$ cat src/rtl/dbg_spi_pkg.sv
`default_nettype none
// ============================================================================
// Module   : dbg_spi_pkg
// Brief    : Debug SPI request-word layout, modes, FSM encoding and helpers.
// Revision : 1.0
// ============================================================================
package dbg_spi_pkg;

    localparam int REQ_SEL_HI = 22;
    localparam int REQ_SEL_LO = 21;
    localparam int REQ_REG_HI = 20;
    localparam int REQ_REG_LO = 16;

    localparam logic [1:0] GET_PC_4     = 2'b00;
    localparam logic [1:0] GET_RS_REG   = 2'b01;
    localparam logic [1:0] GET_RT_REG   = 2'b10;
    localparam logic [1:0] GET_SIGN_EXT = 2'b11;

    localparam logic [1:0] MODE_LATCH  = 2'b00;
    localparam logic [1:0] MODE_REGS   = 2'b01;
    localparam logic [1:0] MODE_BOTH   = 2'b10;
    localparam logic [1:0] MODE_SINGLE = 2'b11;

    localparam logic [2:0] ST_IDLE  = 3'd0;
    localparam logic [2:0] ST_SETUP = 3'd1;
    localparam logic [2:0] ST_SHIFT = 3'd2;
    localparam logic [2:0] ST_GAP   = 3'd3;
    localparam logic [2:0] ST_DONE  = 3'd4;

    function automatic logic [5:0] req_count(input logic [1:0] mode);
        logic [5:0] n;
        case (mode)
            MODE_LATCH: n = 6'd4;
            MODE_REGS:  n = 6'd31;
            MODE_BOTH:  n = 6'd35;
            default:    n = 6'd1;
        endcase
        return n;
    endfunction

    // {sel, reg} of request number n within a sweep
    function automatic logic [6:0] req_fields(input logic [1:0] mode,
                                              input logic [6:0] single,
                                              input logic [5:0] n);
        logic [6:0] f;
        case (mode)
            MODE_LATCH: f = {n[1:0], 5'd0};
            MODE_REGS:  f = {GET_PC_4, 5'(n + 6'd1)};
            MODE_BOTH:  f = (n < 6'd4) ? {n[1:0], 5'd0} : {GET_PC_4, 5'(n - 6'd3)};
            default:    f = single;
        endcase
        return f;
    endfunction

    function automatic logic [5:0] field_index(input logic [6:0] f);
        if (f[4:0] != 5'd0) begin
            return {1'b1, f[4:0]};
        end
        return {4'b0000, f[6:5]};
    endfunction

endpackage
`default_nettype wire

$ cat src/rtl/spi_master_shifter.sv
`default_nettype none
// ============================================================================
// Module   : spi_master_shifter
// Brief    : One mode-0 SPI frame: setup half, 32 bit periods, trailing low half.
// Revision : 1.0
// ============================================================================
module spi_master_shifter #(
    parameter int NB_BITS = 32,
    parameter int CLK_DIV = 4
) (
    input  logic               i_clock,
    input  logic               i_reset,
    input  logic               i_frame_start,
    input  logic [NB_BITS-1:0] i_tx_word,
    input  logic               i_miso,
    output logic               o_sclk,
    output logic               o_mosi,
    output logic [NB_BITS-1:0] o_rx_word,
    output logic               o_setup_done,
    output logic               o_frame_done
);

    localparam int HALVES = 2 * NB_BITS + 2;
    localparam int HW     = $clog2(HALVES);
    localparam int DW     = (CLK_DIV > 1) ? $clog2(CLK_DIV) : 1;

    logic               active_q;
    logic [DW-1:0]      div_q;
    logic [HW-1:0]      half_q;
    logic [NB_BITS-1:0] tx_q;
    logic [NB_BITS-1:0] rx_q;
    logic               sclk_q;
    logic               mosi_q;

    logic               w_div_end;
    logic               w_last_half;
    logic               w_rise;
    logic               w_fall;
    logic [HW-1:0]      w_half_nx;

    // Half 0 is setup; odd halves are SCLK high; the final two halves stay low
    assign w_div_end   = (div_q == DW'(CLK_DIV - 1));
    assign w_last_half = (half_q == HW'(HALVES - 1));
    assign w_half_nx   = half_q + HW'(1);
    assign w_rise      = w_half_nx[0] && (w_half_nx < HW'(2 * NB_BITS));
    assign w_fall      = !w_half_nx[0] && (w_half_nx <= HW'(2 * NB_BITS));

    always_ff @(posedge i_clock) begin
        if (!i_reset) begin
            active_q <= 1'b0;
            div_q    <= '0;
            half_q   <= '0;
            tx_q     <= '0;
            rx_q     <= '0;
            sclk_q   <= 1'b0;
            mosi_q   <= 1'b0;
        end else if (i_frame_start) begin
            active_q <= 1'b1;
            div_q    <= '0;
            half_q   <= '0;
            tx_q     <= i_tx_word;
            mosi_q   <= i_tx_word[NB_BITS-1];
            sclk_q   <= 1'b0;
        end else if (active_q) begin
            if (!w_div_end) begin
                div_q <= div_q + DW'(1);
            end else begin
                div_q <= '0;
                if (w_last_half) begin
                    active_q <= 1'b0;
                end else begin
                    half_q <= w_half_nx;
                    if (w_rise) begin
                        sclk_q <= 1'b1;
                        rx_q   <= {rx_q[NB_BITS-2:0], i_miso};
                    end
                    if (w_fall) begin
                        sclk_q <= 1'b0;
                        tx_q   <= {tx_q[NB_BITS-2:0], 1'b0};
                        mosi_q <= tx_q[NB_BITS-2];
                    end
                end
            end
        end
    end

    assign o_sclk       = sclk_q;
    assign o_mosi       = mosi_q;
    assign o_rx_word    = rx_q;
    assign o_setup_done = active_q && w_div_end && (half_q == '0);
    assign o_frame_done = active_q && w_div_end && w_last_half;

endmodule
`default_nettype wire

$ cat src/rtl/spi_debug_requester.sv
`default_nettype none
// ============================================================================
// Module   : spi_debug_requester
// Brief    : Debug SPI initiator: sweeps requests, returns pipelined responses.
// Revision : 1.0
// ============================================================================
module spi_debug_requester
    import dbg_spi_pkg::*;
#(
    parameter int NB_BITS    = 32,
    parameter int NB_REG     = 5,
    parameter int CLK_DIV    = 4,
    parameter int GAP_CYCLES = 8
) (
    input  logic               i_clock,
    input  logic               i_reset,
    input  logic               i_start,
    input  logic [1:0]         i_mode,
    input  logic [NB_REG+1:0]  i_single_req,
    output logic               o_sclk,
    output logic               o_cs_n,
    output logic               o_mosi,
    input  logic               i_miso,
    output logic [NB_BITS-1:0] o_data,
    output logic [NB_REG:0]    o_index,
    output logic               o_valid,
    output logic               o_busy,
    output logic               o_done
);

    localparam int GW = (GAP_CYCLES > 1) ? $clog2(GAP_CYCLES) : 1;

    logic [2:0]         state_q,  state_d;
    logic [1:0]         mode_q,   mode_d;
    logic [NB_REG+1:0]  single_q, single_d;
    logic [5:0]         frame_q,  frame_d;
    logic [GW-1:0]      gap_q,    gap_d;
    logic               cs_n_q,   cs_n_d;
    logic               valid_q,  valid_d;
    logic               busy_q,   busy_d;
    logic               done_q,   done_d;
    logic [NB_BITS-1:0] data_q,   data_d;
    logic [NB_REG:0]    index_q,  index_d;

    logic               w_frame_start;
    logic               w_setup_done;
    logic               w_frame_done;
    logic [1:0]         w_mode;
    logic [NB_REG+1:0]  w_single;
    logic [5:0]         w_next_n;
    logic [NB_BITS-1:0] w_tx_word;
    logic [NB_BITS-1:0] w_rx_word;

    // In IDLE the first request is built from the live inputs being latched
    always_comb begin
        w_mode    = (state_q == ST_IDLE) ? i_mode : mode_q;
        w_single  = (state_q == ST_IDLE) ? i_single_req : single_q;
        w_next_n  = (state_q == ST_IDLE) ? 6'd0 : frame_q + 6'd1;
        w_tx_word = '0;
        if (w_next_n != req_count(w_mode)) begin
            w_tx_word[REQ_SEL_HI:REQ_REG_LO] = req_fields(w_mode, w_single, w_next_n);
        end
    end

    always_comb begin
        state_d       = state_q;
        mode_d        = mode_q;
        single_d      = single_q;
        frame_d       = frame_q;
        gap_d         = gap_q;
        cs_n_d        = cs_n_q;
        valid_d       = 1'b0;
        busy_d        = busy_q;
        done_d        = 1'b0;
        data_d        = data_q;
        index_d       = index_q;
        w_frame_start = 1'b0;
        case (state_q)
            ST_IDLE: begin
                if (i_start) begin
                    mode_d        = i_mode;
                    single_d      = i_single_req;
                    frame_d       = 6'd0;
                    cs_n_d        = 1'b0;
                    busy_d        = 1'b1;
                    w_frame_start = 1'b1;
                    state_d       = ST_SETUP;
                end
            end
            ST_SETUP: begin
                if (w_setup_done) begin
                    state_d = ST_SHIFT;
                end
            end
            ST_SHIFT: begin
                if (w_frame_done) begin
                    state_d = ST_GAP;
                    cs_n_d  = 1'b1;
                    gap_d   = '0;
                    // Response of frame N belongs to the request of frame N-1
                    if (frame_q != 6'd0) begin
                        valid_d = 1'b1;
                        data_d  = w_rx_word;
                        index_d = field_index(req_fields(mode_q, single_q, frame_q - 6'd1));
                    end
                end
            end
            ST_GAP: begin
                if (gap_q == GW'(GAP_CYCLES - 1)) begin
                    if (frame_q < req_count(mode_q)) begin
                        frame_d       = frame_q + 6'd1;
                        cs_n_d        = 1'b0;
                        w_frame_start = 1'b1;
                        state_d       = ST_SETUP;
                    end else begin
                        done_d  = 1'b1;
                        state_d = ST_DONE;
                    end
                end else begin
                    gap_d = gap_q + GW'(1);
                end
            end
            ST_DONE: begin
                busy_d  = 1'b0;
                state_d = ST_IDLE;
            end
            default: begin
                state_d = ST_IDLE;
            end
        endcase
    end

    always_ff @(posedge i_clock) begin
        if (!i_reset) begin
            state_q  <= ST_IDLE;
            mode_q   <= 2'b00;
            single_q <= '0;
            frame_q  <= 6'd0;
            gap_q    <= '0;
            cs_n_q   <= 1'b1;
            valid_q  <= 1'b0;
            busy_q   <= 1'b0;
            done_q   <= 1'b0;
            data_q   <= '0;
            index_q  <= '0;
        end else begin
            state_q  <= state_d;
            mode_q   <= mode_d;
            single_q <= single_d;
            frame_q  <= frame_d;
            gap_q    <= gap_d;
            cs_n_q   <= cs_n_d;
            valid_q  <= valid_d;
            busy_q   <= busy_d;
            done_q   <= done_d;
            data_q   <= data_d;
            index_q  <= index_d;
        end
    end

    spi_master_shifter #(
        .NB_BITS (NB_BITS),
        .CLK_DIV (CLK_DIV)
    ) u_shifter (
        .i_clock       (i_clock),
        .i_reset       (i_reset),
        .i_frame_start (w_frame_start),
        .i_tx_word     (w_tx_word),
        .i_miso        (i_miso),
        .o_sclk        (o_sclk),
        .o_mosi        (o_mosi),
        .o_rx_word     (w_rx_word),
        .o_setup_done  (w_setup_done),
        .o_frame_done  (w_frame_done)
    );

    assign o_cs_n  = cs_n_q;
    assign o_data  = data_q;
    assign o_index = index_q;
    assign o_valid = valid_q;
    assign o_busy  = busy_q;
    assign o_done  = done_q;

endmodule
`default_nettype wire
$ cat config.mk
export PLATFORM = sky130hd
export DESIGN_NAME = spi_debug_requester
export DESIGN_NICKNAME = d
export VERILOG_FILES = /design/src/rtl/dbg_spi_pkg.sv /design/src/rtl/spi_master_shifter.sv /design/src/rtl/spi_debug_requester.sv
export SDC_FILE = /design/constraint.sdc
export NUM_CORES = 1
export LEC_CHECK = 0
export CAP_MARGIN = 20
export CORE_UTILIZATION = 25
export CTS_CLUSTER_DIAMETER = 40
export DETAILED_ROUTE_END_ITERATION = 6
export PLACE_DENSITY = 0.39
export SYNTH_ARGS = -nofsm -noshare
export SYNTH_HDL_FRONTEND = slang
export SYNTH_SLANG_ARGS = --single-unit
$ cat constraint.sdc
create_clock -name i_clock -period 3.7 [get_ports i_clock]
set_input_delay 0.74 -clock i_clock [delete_from_list [all_inputs] [get_ports i_clock]]
set_output_delay 0.74 -clock i_clock [all_outputs]
set_load 0.02 [all_outputs]
# Word-level counts from Yosys, hierarchy flattened
# Cells that the tools add are included.
[totals]
reg_bits = 122
output_inout_bits = 44
elab_cells = 149
[classes]
n_addsub = 9
magnitude_cmp = 5
eq_ne = 19
mux = 59
bitwise_logic = 3
reduce_logical = 35
[ops]
columns = ["op", "count"]
rows = [
  ["$mux 23", 5],
  ["$mux 7", 7],
  ["$mux 6", 8],
  ["$pmux 7 s3", 2],
  ["$pmux 6 s3", 2],
  ["$mux 3", 7],
  ["$mux 1", 20],
  ["$reduce_and 4->1", 5],
  ["$reduce_and 3->1", 5],
  ["$reduce_bool 2->1", 7],
  ["$lt 6x3->1 const B", 2],
  ["$pmux 3 s4", 1],
  ["$pmux 6 s2", 1],
  ["$add 5x1->5 const B", 2],
  ["$reduce_and 5->1", 2],
  ["$sub 5x2->5 const B", 2],
  ["$ne 2x2->1 const B", 4],
  ["$add 7x1->7 const B", 1],
  ["$eq 7x7->1 const B", 1],
  ["$le 7x7->1 const B", 1],
  ["$logic_not 7->1", 1],
  ["$lt 7x7->1 const B", 1],
  ["$add 6x1->6 const B", 1],
  ["$eq 2x2->1 const B", 3],
  ["24 further kinds", 39],
]

# Longest topological paths before layout
# Gate-level depths: netlist (run 1).
[depth]
ltp_word = 13
depth_mapped = 13
depth_no_buf = 10

# Cells and area by module
# From an unflattened synthesis (run 1), not the netlist that was laid out.
[unflattened]
hier_cells = 992
hier_area_um2 = 8421.8
[modules_own_cells]
columns = ["mod", "n_inst", "cells_per_inst", "area_per_inst_um2", "seq_area_each_um2"]
rows = [
  ["spi_master_shifter", 1, 506, 4744.6, 1501.4],
  ["spi_debug_requester", 1, 486, 3677.3, 1261.2],
]

# Least setup slack after synthesis (run 1)
# No wires, ideal clock.
[synth_path]
path_kind = "flip-flop to flip-flop"
from = "register state_q[1]"
to = "register u_shifter.tx_q[20]"
setup_ps = 59
arrival_ps = 2680
slack_ps = 961
path_stages_with_launch = 14
path_cell_list = "dfxtp_1 buf_2 nor3_1 clkbuf_1 buf_2 nand2_1 o21ai_0 inv_1 ha_1 ha_1 nand4_1 o21ai_1 a221oi_2 a31o_1"
[synth_via]
elab_chain_len = 7
elab_cells_between_ends = 23
[synth_rtl]
columns = ["element", "line_no", "text"]
rows = [
  ["start: declaration", "spi_debug_requester.sv:33", "logic [2:0] state_q, state_d;"],
  ["start signal: assignment", "spi_debug_requester.sv:147", "state_q <= state_d;"],
  ["$logic_not 3->1", "--", ""],
  ["$mux 6 or $mux 2 (tied branches)", "spi_debug_requester.sv:58, spi_debug_requester.sv:56", ""],
  ["$sub 5x2->5, or another cell as far along", "dbg_spi_pkg.sv:49", "MODE_BOTH: f = (n < 6'd4) ? {n[1:0], 5'd0} : {GET_PC_4, 5'(n - 6'd3)};"],
  ["$mux 7 or $pmux 6 s3 (tied branches)", "dbg_spi_pkg.sv:49, dbg_spi_pkg.sv:32", ""],
  ["$pmux 7 s3 or $ne 6x6->1 (tied branches)", "dbg_spi_pkg.sv:46, spi_debug_requester.sv:60", ""],
  ["$mux 7", "spi_debug_requester.sv:60", "if (w_next_n != req_count(w_mode)) begin"],
  ["$mux 23", "spi_master_shifter.sv:57", "end else if (i_frame_start) begin"],
  ["end signal: assignment", "spi_master_shifter.sv:61", "tx_q <= i_tx_word;"],
  ["end signal: assignment", "spi_master_shifter.sv:79", "tx_q <= {tx_q[NB_BITS-2:0], 1'b0};"],
  ["end: declaration", "spi_master_shifter.sv:30", "logic [NB_BITS-1:0] tx_q;"],
]
# Parallel ways exist; a longest one is shown, timed or not.
# A chain may end at the register's enable or synchronous reset.

# Worst setup path in the final report (run 1)
[layout_path]
from = "register frame_q[1]"
to = "register index_q[5], in the netlist o_index[5]"
[layout_via]
elab_chain_len = 13
elab_cells_between_ends = 17
[layout_rtl]
columns = ["element", "line_no", "text"]
rows = [
  ["start: declaration", "spi_debug_requester.sv:36", "logic [5:0] frame_q, frame_d;"],
  ["start signal: assignment", "spi_debug_requester.sv:150", "frame_q <= frame_d;"],
  ["$sub 6x1->6", "spi_debug_requester.sv:104", "index_d = field_index(req_fields(mode_q, single_q, frame_q - 6'd1));"],
  ["$sub 5x2->5 or $lt 6x3->1 (tied branches)", "dbg_spi_pkg.sv:49", ""],
  ["$mux 7", "dbg_spi_pkg.sv:49", ""],
  ["$pmux 7 s3", "dbg_spi_pkg.sv:46", "case (mode)"],
  ["$mux 7", "spi_debug_requester.sv:101", "if (frame_q != 6'd0) begin"],
  ["$mux 7", "spi_debug_requester.sv:96", "if (w_frame_done) begin"],
  ["$mux 7", "spi_debug_requester.sv:78", "case (state_q)"],
  ["$reduce_bool 5->1", "dbg_spi_pkg.sv:56", "if (f[4:0] != 5'd0) begin"],
  ["$mux 1", "dbg_spi_pkg.sv:56", ""],
  ["$mux 1", "spi_debug_requester.sv:101", ""],
  ["$mux 1", "spi_debug_requester.sv:96", ""],
  ["$mux 1", "spi_debug_requester.sv:78", ""],
  ["$mux 6", "dbg_spi_pkg.sv:59", "return {4'b0000, f[6:5]};"],
  ["end signal: assignment", "spi_debug_requester.sv:157", "index_q <= index_d;"],
  ["end: declaration", "spi_debug_requester.sv:43", "logic [NB_REG:0] index_q, index_d;"],
]
# Parallel ways exist; a longest one is shown, timed or not. The select of a mux whose other input is x is not followed.

==> results of run 1 <==
where the power goes:
group          switching [W]  internal [W]
clock network       0.000707       0.00102
registers          0.0000156       0.00133
logic               0.000113     0.0000725
final cells by class:
cell class              count  area [µm²]  area share (%)
inverters                  20        75.1           0.994
flip-flops and latches    122        2440            32.3
clock inverters            15         180            2.39
multi-input cells         521        3330            44.1
well taps                 319         399            5.29
repair buffers             71         698            9.25
clock buffers              17         425            5.63
cells in the final DEF (no fill, tap or decap), types with 4 or more instances in the layout:
cell	Yosys	final
o2111ai_1	4	4
mux2_2	5	5
inv_8	0	5
nand2b_1	7	7
nand4_1	6	6
dfxtp_1	122	122
a21oi_1	63	63
a311oi_1	4	4
clkbuf_16	0	17
o21a_1	6	6
clkdlybuf4s50_1	0	56
nand2_1	116	116
nor3_1	13	12
o21ai_0	13	13
o2bb2ai_1	5	5
nor2b_1	6	6
nand3_1	13	13
buf_4	5	13
xor2_1	9	9
inv_1	20	19
inv_6	0	4
o21ai_1	4	4
nor2_1	84	84
mux2i_1	56	56
xnor2_1	16	16
ha_1	25	25
per-stage QoR:
step           utilization [%]  power, W
3_3_place_gp              29.4   0.00156
2_1_floorplan                -   0.00149
3_5_place_dp              29.4   0.00156
6_report                  32.0   0.00326
4_1_cts                   32.0   0.00332
5_1_grt                   32.0   0.00340
critical path, cell delays in order, from the launching register on:
cell and delay, ns:
dfxtp_1 0.65, inv_1 0.13, ha_1 0.62, and4bb_1 0.27, a21oi_1 0.17, mux2i_1 0.21
o2111ai_1 0.17, or4_4 0.60, o221a_1 0.22
per-layer routing:
layer / global-route usage, % / vias up
met5: 0 / -
met4: 3.19 / 0
met3: 3.96 / 6
met2: 21.5 / 98
met1: 19.4 / 2299
li1: - / 2545
cells by family (layout without fill, tap and decap cells):
family                     count (synthesis)  count (layout)  share of synthesized area [%]
AOI/OAI and AO/OA                        137             137                           15.0
xor gates and xnor gates                  25              25                           3.62
adders and majority gates                 25              25                           5.17
buffers and inverters                     64             123                           4.72
DFF                                      122             122                           40.4
muxes                                     61              61                           10.2
and+or+nand+nor                          273             273                           20.8
flip-flops by register name (all words and copies together), names as in the netlist:
register,flops
o_data,32
o_cs_n,1
u_shifter.o_mosi,1
single_q,7
u_shifter.tx_q,15
frame_q,6
o_index,6
state_q,3
u_shifter.active_q,1
o_done,1
u_shifter.o_rx_word,32
o_busy,1
u_shifter.div_q,2
u_shifter.o_sclk,1
o_valid,1
gap_q,3
u_shifter.half_q,7
mode_q,2
path summary, 6_finish.rpt:
check	from	endpoint	slack, ns
worst min-delay path	o_data[26]	o_data[26]	0.45
worst min register to register	o_data[26]	o_data[26]	0.45
worst max register to register	frame_q[1]	o_index[5]	0.54
worst max-delay path	frame_q[1]	o_index[5]	0.54
==> run summary, run 1 <==
Status - completed
Area share of the largest cell type after synthesis - 40.4%
Starting density of the core - 25.6%
Ports - 57
CTS tree - done
Pwr Density - 431 nW/µm²
Most numerous cell in the Yosys netlist - dfxtp_1
Hold-critical path depth - 2
Vias per inst - 4.56
Synth Area per Inst - 8.55 µm²
Clk buf depth - 2
Fraction of the cycle the final worst path needs - 85.4%
Per-cell routed wire length - 15.1 µm
Post-Syn Nets - 745
Fmax - 317 MHz
Fin worst setup slack - 0.542 ns
Crit-path max FO - 14
Area growth syn-to-layout - 24.9%
DRC - 0
Final cell count without fillers - 1085
Worst skew pair latency - 0.42 ns
Setup crit end kind - flip-flop
Worst Setup Path Type - flip-flop to flip-flop
Number of hold violations in the final report - 0
Max-slew violations - 0
Netlist cell types - 68
Post-DP Area - 6950 µm²
Total GRT Usage - 14.1%
RSZ-0062 raised after global routing - no
Rows - 56
Mapped Area - 6040 µm²
Post-synth top area cell - dfxtp_1
Minimum clock period - 3.16 ns
N_diodes - 0
Crit path arrival time - 3.47 ns
Top Layer Used - met4
Initial antenna violation count - 0
Metal3 WL - 761 µm
Share of layout cells above drive strength 1 - 9.53%
Sum Neg Setup Slack - 0 ns
Die Ht - 157 µm
Placed cell count - 1053
Largest net degree at the start of global routing - 70
Cts bufs inserted - 17
Startpoint Class - flip-flop
Maximum vdd drop - 0.000232 V
Synth area leaders - dfxtp_1 (40%), mux2i_1 (9.3%), nand2_1 (7.2%)
Setup bufs post-CTS - 0
H-Tree Depth - 4
WP data required - 4.01 ns
Clock root buffer - clkbuf_16
Slew headroom - 53.5%
First-pass GRT wire length - 26800 µm
Yosys reg bits - 122
Layout fillers - 2503
Clk sinks - 122
EDFF count, synth - 0
I/O Buffers - 56
Final Setup Violations - 0
Core Area - 23600 µm²
Die W - 157 µm
Synth top cells by count - dfxtp_1 (122), nand2_1 (116), nor2_1 (84), a21oi_1 (63), mux2i_1 (56)
R2R depth - 8
CTS hold repair buffers - 0
Post-Syn Instances - 707
Final instance area - 7550 µm²
Post-synthesis sequential area ratio - 40.4%
Gates resized, CTS repair - 0
Final Wtd Congestion - 0.806
Hold Slack - 0.449 ns
Yosys warnings - 0
MaxCap Viol Count - 0
Final ANT Viol Nets - 0
Vias in the first global route - 4955
Hold crit path type - flip-flop to flip-flop
Total Nets Final - 791
Placement Setup Slack - 0.553 ns
Drt pass-1 iters - 4
Leak - 3.00 nW
Die area - 24800 µm²
Initial drt markers - 260
Via count - 4948
DRT Wirelength - 16400 µm
Met2 routed WL - 7270 µm
DP Wirelength - 11300 µm
Skew final - 0.00923 ns
Most common flop cell mapped by yosys - dfxtp_1
Tightest Pin Transition - 0.694 ns
CTS clock-pin slew for the worst setup and hold paths - 0.07 ns
Ys async rst share - 0%
Metal1 wirelength - 8310 µm
Overflow after GRT - 0
Power figures use the tool's default switching activity.
==> inputs of run 2 (changes only) <==
CTS_BUF_LIST = sky130_fd_sc_hd__clkbuf_16   (was default)
CTS_CLUSTER_SIZE = 14   (was default)
==> results of run 2 <==
Final layout, timing and power as in run 1 (identical DEF).
==> inputs of run 3 (changes only) <==
CORE_ASPECT_RATIO = 1.2   (was default)
==> run summary, run 3 (same netlist as run 1, synthesis figures left out) <==
Initial drt markers - 212 (was 260)
Pwr Total - 0.00334 W (was 0.00326 W)
Initial antenna violation count - 0 (unchanged)
DP Wirelength - 11400 µm (was 11300 µm)
Worst Setup Path Type - flip-flop to flip-flop (unchanged)
Starting density of the core - 25.8% (was 25.6%)
Total GRT Usage - 14.0% (was 14.1%)
Gates resized, CTS repair - 0 (unchanged)
WP data required - 4.03 ns (was 4.01 ns)
Core Area - 23400 µm² (was 23600 µm²)
Crit path arrival time - 3.44 ns (was 3.47 ns)
Leading cell type in the layout, fill and taps excluded - dfxtp_1 (unchanged)
Leak - 3.01 nW (was 3.00 nW)
Rows - 61 (was 56)
MaxCap Viol Count - 0 (unchanged)
DRT Wirelength - 16200 µm (was 16400 µm)
First-pass GRT wire length - 26700 µm (was 26800 µm)
Crit-path max FO - 14 (unchanged)
Vias in the first global route - 4970 (was 4955)
Area of the multi-input gates - 3330 µm² (unchanged)
Status - completed (unchanged)
Number of hold violations in the final report - 0 (unchanged)
Pwr Density - 441 nW/µm² (was 431 nW/µm²)
Sum Neg Setup Slack - 0 ns (unchanged)
I/O Buffers - 56 (unchanged)
Cts bufs inserted - 17 (unchanged)
Commonest cells after routing, fill and taps aside - dfxtp_1 (122), nand2_1 (116), nor2_1 (84) (unchanged)
CTS tree - done (unchanged)
Via count - 5018 (was 4948)
Clock root buffer - clkbuf_16 (unchanged)
CTS clock-pin slew for the worst setup and hold paths - 0.06 ns (was 0.07 ns)
Final ANT Viol Nets - 0 (unchanged)
Slew headroom - 56.6% (was 53.5%)
DRC - 0 (unchanged)
Setup crit end kind - flip-flop (unchanged)
Ports - 57 (unchanged)
Worst skew pair latency - 0.42 ns (about the same)
N_diodes - 0 (unchanged)
Largest net degree at the start of global routing - 50 (was 70)
Die W - 144 µm (was 157 µm)
Vias per inst - 4.64 (was 4.56)
Fraction of the cycle the final worst path needs - 84.1% (was 85.4%)
Die Ht - 172 µm (was 157 µm)
Share of layout cells above drive strength 1 - 9.52% (was 9.53%)
Tightest Pin Transition - 0.646 ns (was 0.694 ns)
Layout fillers - 2463 (was 2503)
FF+latch area - 2440 µm² (unchanged)
Per-cell routed wire length - 15.0 µm (was 15.1 µm)
H-Tree Depth - 4 (unchanged)
RSZ-0062 raised after global routing - no (unchanged)
Startpoint Class - flip-flop (unchanged)
Maximum vdd drop - 0.000295 V (was 0.000232 V)
Drt pass-1 iters - 5 (was 4)
Hold Slack - 0.452 ns (was 0.449 ns)
CTS hold repair buffers - 0 (unchanged)
Overflow after GRT - 0 (unchanged)
Clk buf depth - 2 (unchanged)
Final Wtd Congestion - 0.851 (was 0.806)
Clk sinks - 122 (unchanged)
Max-slew violations - 0 (unchanged)
Area growth syn-to-layout - 25.3% (was 24.9%)
Total Nets Final - 792 (was 791)
Setup bufs post-CTS - 0 (unchanged)
Minimum clock period - 3.11 ns (was 3.16 ns)
Final Setup Violations - 0 (unchanged)
Fmax - 321 MHz (was 317 MHz)
Skew final - 0.00961 ns (was 0.00923 ns)
Die area - 24800 µm² (about the same)
Hold crit path type - flip-flop to flip-flop (unchanged)
[run 3: cell count changes in the layout (fill, tap and decap cells not counted)]
cell	delta
inv_6	+1
clkinvlp_4	-1
clkinv_2	-1
bufinv_16	+2
buf_4	+2
inv_8	-4
buf_12	-1
clkinv_4	+2
clkinv_1	+1
[run 3: path summary, 6_finish.rpt]
check	slack (ns)	cells after the start	startpoint	endpoint
max	0.59	8	frame_q[1]	o_index[1]
min	0.45	2	o_data[25]	o_data[25]
max reg2reg	0.59	8	frame_q[1]	o_index[1]
min reg2reg	0.45	2	o_data[25]	o_data[25]
[run 3: power breakdown]
part           internal, W  switching, W
Combinational    0.0000714      0.000115
Clock              0.00114      0.000666
Sequential         0.00133     0.0000167
Total              0.00254      0.000798
[run 3: stage by stage]
stage	instance area, µm²	utilization, %	std cells	worst slack (ns)
global placement	6940	29.6	1050	0.616
floorplan	6040	-	707	0.961
global route	7570	32.3	1082	0.351
CTS	7570	32.3	1082	0.556
detailed placement	6940	29.6	1050	0.568
finish	7570	32.3	1082	0.588
[run 3: layer usage]
metal / vias up / global-route usage, % / wire length [µm]
li1: 2541 / - / -
met1: 2347 / 17.9 / 7640
met2: 115 / 22.3 / 7350
met3: 15 / 4.02 / 981
met4: 0 / 5.00 / 226
met5: - / 0 / 0
[run 3: critical path: stages (launching register included)]
cell and delay, ns:
dfxtp_1 0.66, inv_1 0.13, ha_1 0.61, and4bb_1 0.27, a21oi_1 0.15, mux2i_1 0.21
o2111ai_1 0.17, or4_4 0.59, o32ai_2 0.24
[run 3: cell type report]
cell class / count / area share (%)
timing repair buffer: 72 / 9.15
tap: 315 / 5.20
clock inverter: 15 / 2.81
multi-input combinational: 521 / 44.0
clock buffer: 17 / 5.62
inverter: 20 / 0.991
sequential: 122 / 32.2
